--- src/rtl/aes_round_sequencer.sv ---
// -----------------------------------------------------------------------------
// aes_round_sequencer
//
// Purpose:
//   Iterative AES-128 encryption controller. One plaintext block is accepted,
//   the initial AddRoundKey is applied on the way in, and then NR rounds run at
//   one round per clock. The SubBytes/ShiftRows/MixColumns work is done by an
//   external combinational round function. This block adds the round-key XOR
//   to each result. The ciphertext leaves on a valid/ready stream.
//
// Parameters:
//   NR         number of cipher rounds; round-key indices 0..NR are used
//   KIDX_W     width of key_idx; 2**KIDX_W must exceed NR
//
// Ports:
//   clk        in   rising-edge clock
//   rst_n      in   asynchronous active-low reset
//   in_valid   in   plaintext block valid
//   in_ready   out  block can be accepted (only while idle)
//   in_block   in   128-bit plaintext
//   key_idx    out  round-key index requested from the key store
//   round_key  in   subkey for key_idx, same cycle
//   rf_in      out  state presented to the round function
//   rf_final   out  final round; round function skips MixColumns
//   rf_out     in   round-function result, same cycle
//   out_valid  out  ciphertext valid
//   out_ready  in   downstream accepts ciphertext
//   out_block  out  128-bit ciphertext
//   busy       out  a block is being processed or is waiting to leave
// -----------------------------------------------------------------------------
module aes_round_sequencer #(
    parameter int NR     = 10,
    parameter int KIDX_W = 4
) (
    input  logic              clk,
    input  logic              rst_n,
    input  logic              in_valid,
    output logic              in_ready,
    input  logic [127:0]      in_block,
    output logic [KIDX_W-1:0] key_idx,
    input  logic [127:0]      round_key,
    output logic [127:0]      rf_in,
    output logic              rf_final,
    input  logic [127:0]      rf_out,
    output logic              out_valid,
    input  logic              out_ready,
    output logic [127:0]      out_block,
    output logic              busy
);

    typedef enum logic [1:0] {
        IDLE,
        RUN,
        DONE
    } fsm_e;

    localparam logic [KIDX_W-1:0] LAST_ROUND = KIDX_W'(NR);

    fsm_e              fsm_q, fsm_d;
    logic [KIDX_W-1:0] round_cnt_q, round_cnt_d;
    logic [127:0]      state_q, state_d;

    always_ff @(posedge clk or negedge rst_n) begin
        if (!rst_n) begin
            fsm_q       <= IDLE;
            round_cnt_q <= '0;
            state_q     <= '0;
        end else begin
            fsm_q       <= fsm_d;
            round_cnt_q <= round_cnt_d;
            state_q     <= state_d;
        end
    end

    // While idle, key_idx is 0, so round_key is the whitening key. This lets
    // the initial AddRoundKey happen on the accept edge.
    // The round counter stops at NR. The DONE handshake clears it back to 0.
    always_comb begin
        fsm_d       = fsm_q;
        round_cnt_d = round_cnt_q;
        state_d     = state_q;
        in_ready    = 1'b0;
        out_valid   = 1'b0;
        busy        = 1'b0;
        key_idx     = '0;
        rf_final    = 1'b0;
        rf_in       = state_q;
        out_block   = state_q;

        case (fsm_q)
            IDLE: begin
                in_ready = 1'b1;
                if (in_valid) begin
                    state_d     = in_block ^ round_key;
                    round_cnt_d = KIDX_W'(1);
                    fsm_d       = RUN;
                end
            end
            RUN: begin
                busy     = 1'b1;
                key_idx  = round_cnt_q;
                rf_final = (round_cnt_q == LAST_ROUND);
                state_d  = rf_out ^ round_key;
                if (round_cnt_q == LAST_ROUND) begin
                    fsm_d = DONE;
                end else begin
                    round_cnt_d = round_cnt_q + KIDX_W'(1);
                end
            end
            DONE: begin
                busy      = 1'b1;
                out_valid = 1'b1;
                if (out_ready) begin
                    fsm_d       = IDLE;
                    round_cnt_d = '0;
                end
            end
            default: begin
                fsm_d       = IDLE;
                round_cnt_d = '0;
            end
        endcase
    end

endmodule

--- config.mk ---
export PLATFORM = sky130hd
export DESIGN_NAME = aes_round_sequencer
export DESIGN_NICKNAME = d
export VERILOG_FILES = /design/src/rtl/aes_round_sequencer.sv
export SDC_FILE = /design/constraint.sdc
export NUM_CORES = 1
export LEC_CHECK = 0
export BUFFER_PORTS_ARGS = -buffer_cell sky130_fd_sc_hd__buf_2
export CORE_AREA = 2 2 251 253
export DETAILED_ROUTE_END_ITERATION = 10
export DIE_AREA = 0 0 253 255
export GPL_TIMING_DRIVEN = 0
export MAX_ROUTING_LAYER = met4
export PLACE_DENSITY_LB_ADDON = 0.12
export RECOVER_POWER = 50
export SYNTH_ARGS = -nofsm -noshare
export SYNTH_HDL_FRONTEND = slang
export SYNTH_SLANG_ARGS = --single-unit
--- constraint.sdc ---
create_clock -name clk -period 2.45 [get_ports clk]
set_clock_uncertainty 0.05 [all_clocks]
set_input_delay 0.1225 -clock clk [delete_from_list [all_inputs] [get_ports clk]]
set_output_delay 0.1225 -clock clk [all_outputs]
set_load 0.01 [all_outputs]
==> results.sh <==
export IMPL_power_frac_comb=0.590
export IMPL_min_path_type="input pin to flip-flop"
export IMPL_switching_share=0.434
export IMPL_dp_cells=2307
export IMPL_fin_crit_sh=0.946
export IMPL_numClockSinks=134
export IMPL_io_pins=652
export IMPL_drt_vias_per_instance=3.55
export IMPL_cp_slowest_stage_delay_ps=570
export IMPL_p_sw_uw=7820
export IMPL_cts_htree_levels=4
export IMPL_drv_slew=68
export IMPL_max_slew_margin=-0.280
export IMPL_syn_avg_cell_area_um2=10.1
export IMPL_avgRoutedWirePerCell_um=15.0
export IMPL_pwr_share_seq=0.254
export IMPL_clock_power_share=0.156
export IMPL_die_h_um=255
export IMPL_slowest_stage="dlygate4sd3_1"
export IMPL_seq_area_frac_synth=0.386
export IMPL_hold_viol_final=0
export IMPL_area_growth_synth_to_final_pct=85.7
export IMPL_ir_worst_vdd_mv=0.522
export IMPL_synth_seq_cells=134
export IMPL_synthCells=856
export IMPL_fin_crit_ps=2320
export IMPL_synthArstFlopShare=1.00
export IMPL_globalplace_congestion=0.761
export IMPL_worstPathRequired_ps=2730
export IMPL_stdcell_count=2602
export IMPL_ant_nets=0
export IMPL_rows=92
export IMPL_dp_hpwl_mm=31.4
export IMPL_final_area_um2=16100
export IMPL_synth_edff_count=0
export IMPL_numPortBuffers=651
export IMPL_antenna_found_initial=2
export IMPL_cp_start_kind="flip-flop"
export IMPL_clock_root_buffer="clkbuf_16"
export IMPL_worstSetupPathType="flip-flop to flip-flop"
export IMPL_fin_nets=2182
export IMPL_worst_path_max_fanout=10
export IMPL_cts_tree="built"
export IMPL_maxCapViolCount=1
export IMPL_vias=9243
export IMPL_p_leak_uw=0.00815
export IMPL_numCtsBuffers=17
export IMPL_final_layout_size_suffix_gt1_frac=0.463
export IMPL_syn_num_nets=1249
export IMPL_violations="capacitance limit, slew limit"
export IMPL_cts_reportedPaths_clkPinSlew_ps=70
export IMPL_drc=0
export IMPL_yosys_most_used_dff="dfrtp_1"
export IMPL_final_cell_mix="buf_2, dlygate4sd3_1, buf_4"
export IMPL_fmax_mhz=431
export IMPL_status="finished, violations left"
export IMPL_core_um2=62200
export IMPL_dieWidth_um=253
export IMPL_drt_iter0_markers=230
export IMPL_endpoint_kind="flip-flop"
export IMPL_grt_pass1_vias=9698
export IMPL_first_pass_iters=4
export IMPL_cp_cell_sequence="inv_1, ha_1, buf_2, buf_4, mux2i_1, xor2_1, dlygate4sd3_1, o21ai_0"
export IMPL_final_common_cell="buf_2"
export IMPL_power_density_nw_per_um2=1120
export IMPL_grt_usage=0.119
export IMPL_setup_viol=0
export IMPL_clock_latency_ps=460
export IMPL_place_area_um2=13000
export IMPL_synth_area_um2=8690
export IMPL_worst_pin_slew_ps=1920
export IMPL_clockBufferDepth=2
export IMPL_start_util=0.140
export IMPL_grt_pass1_wl_mm=55.5
export IMPL_fin_tns_setup_ps=0
export IMPL_yosys_warnings=0
export IMPL_wl_mm=39.1
export IMPL_p_int_uw=10200
export IMPL_yosysUniqueCellTypes=35
export IMPL_grt_max_degree=69
export IMPL_cp_arrival_ps=2600
export IMPL_grt_overflow=0
export IMPL_grt_setup_unrepaired="yes"
export IMPL_dieArea_um2=64500
==> sequential cells by signal, summed over array words and instances, names as in the netlist <==
signal and cells:
round_cnt_q 4, fsm_q 2, out_block 128
==> power by group through the flow <==
stage	Combinational, uW	Clock [uW]	Sequential [uW]
6_report	10600	2820	4570
5_1_grt	11800	3020	4760
4_1_cts	11100	2950	4620
3_5_place_dp	10600	0	4640
3_3_place_gp	10600	0	4630
2_1_floorplan	6160	0	4680
==> worst max-delay path: cells and delay by family (launching register included) <==
family / cells / cell delay, ps
DFF: 1 / 400
xor gates and xnor gates: 1 / 170
buffers and inverters: 4 / 1120
AOI/OAI and AO/OA: 1 / 70
adders and majority gates: 1 / 130
muxes: 1 / 240
==> path summary, 6_finish.rpt <==
path                                  end      startpoint  cells after the start  slack (ps)
setup / recovery            out_block[20]        fsm_q[1]                      8         130
hold / removal             out_block[123]   in_block[123]                      4          30
setup reg to reg            out_block[20]        fsm_q[1]                      8         130
hold reg to reg            out_block[101]  out_block[101]                      2         460
max in group asynchronous   out_block[99]           rst_n                      2         490
min in group asynchronous   out_block[28]           rst_n                      2         680
==> through the flow <==
| step | utilization | worst slack, ps | hold slack (ps) | total power (uW) |
|---|---|---|---|---|
| floorplan | - | 644 | -223 | 10800 |
| global placement | 0.208 | -1080 | 357 | 15300 |
| detailed placement | 0.209 | -89.2 | 134 | 15300 |
| CTS | 0.261 | 6.65 | 1.04 | 18600 |
| global route | 0.259 | -49.4 | 23.3 | 19500 |
| finish | 0.259 | 132 | 30.3 | 18000 |
==> cells in the mapped netlist (5+ instances only) <==
library cell / count / area [um2]
buf_4: 137 / 1030
dfrtp_1: 134 / 3350
mux2i_1: 128 / 1280
xor2_1: 128 / 1120
nand2_1: 90 / 338
o21ai_0: 88 / 440
nand2_2: 40 / 250
o21ai_2: 40 / 350
buf_2: 16 / 80.1
clkbuf_1: 9 / 33.8
and2_1: 5 / 31.3
ha_1: 5 / 62.6
==> cell type report <==
cell class	count	area (um2)
Clock inverter	12	176
Fill cell	6803	46000
Antenna cell	1	2.50
Tap cell	799	1000
Multi-Input combinational cell	546	4050
Inverter	4	15.0
Buffer	171	1290
Sequential cell	134	3350
Timing Repair Buffer	915	5800
Clock buffer	20	447
==> layer usage <==
layer  global-route usage  part of all wire  vias up
li1                     -                 -     4604
met1                0.131              0.40     4314
met2                0.217              0.54      304
met3               0.0232             0.046       21
met4               0.0336             0.013        0
met5                    -                 0        -
==> cell families (layout without fill, tap and decap cells) <==
kind of cell | count (synthesis) | in the layout | synth area share
buffers and inverters | 176 | 1122 | 0.148
AND/OR/NAND/NOR | 146 | 146 | 0.0797
AO/OA/AOI/OAI | 137 | 137 | 0.0998
flip-flops | 134 | 134 | 0.386
multiplexers | 130 | 130 | 0.150
XOR/XNOR | 128 | 128 | 0.129
adder cells (fa/ha/maj) | 5 | 5 | 0.00720
other | 0 | 1 | 0
==> timing repair <==
| action | CTS | global route |
|---|---|---|
| endpoints found under the setup margin | 45 | 130 |
| hold endpoints to repair | 195 | 0 |
| buffers inserted | 0 | 0 |
| hold buffers | 263 | 0 |
| resized for setup | 2 | 9 |
Power figures use the tool's default switching activity.
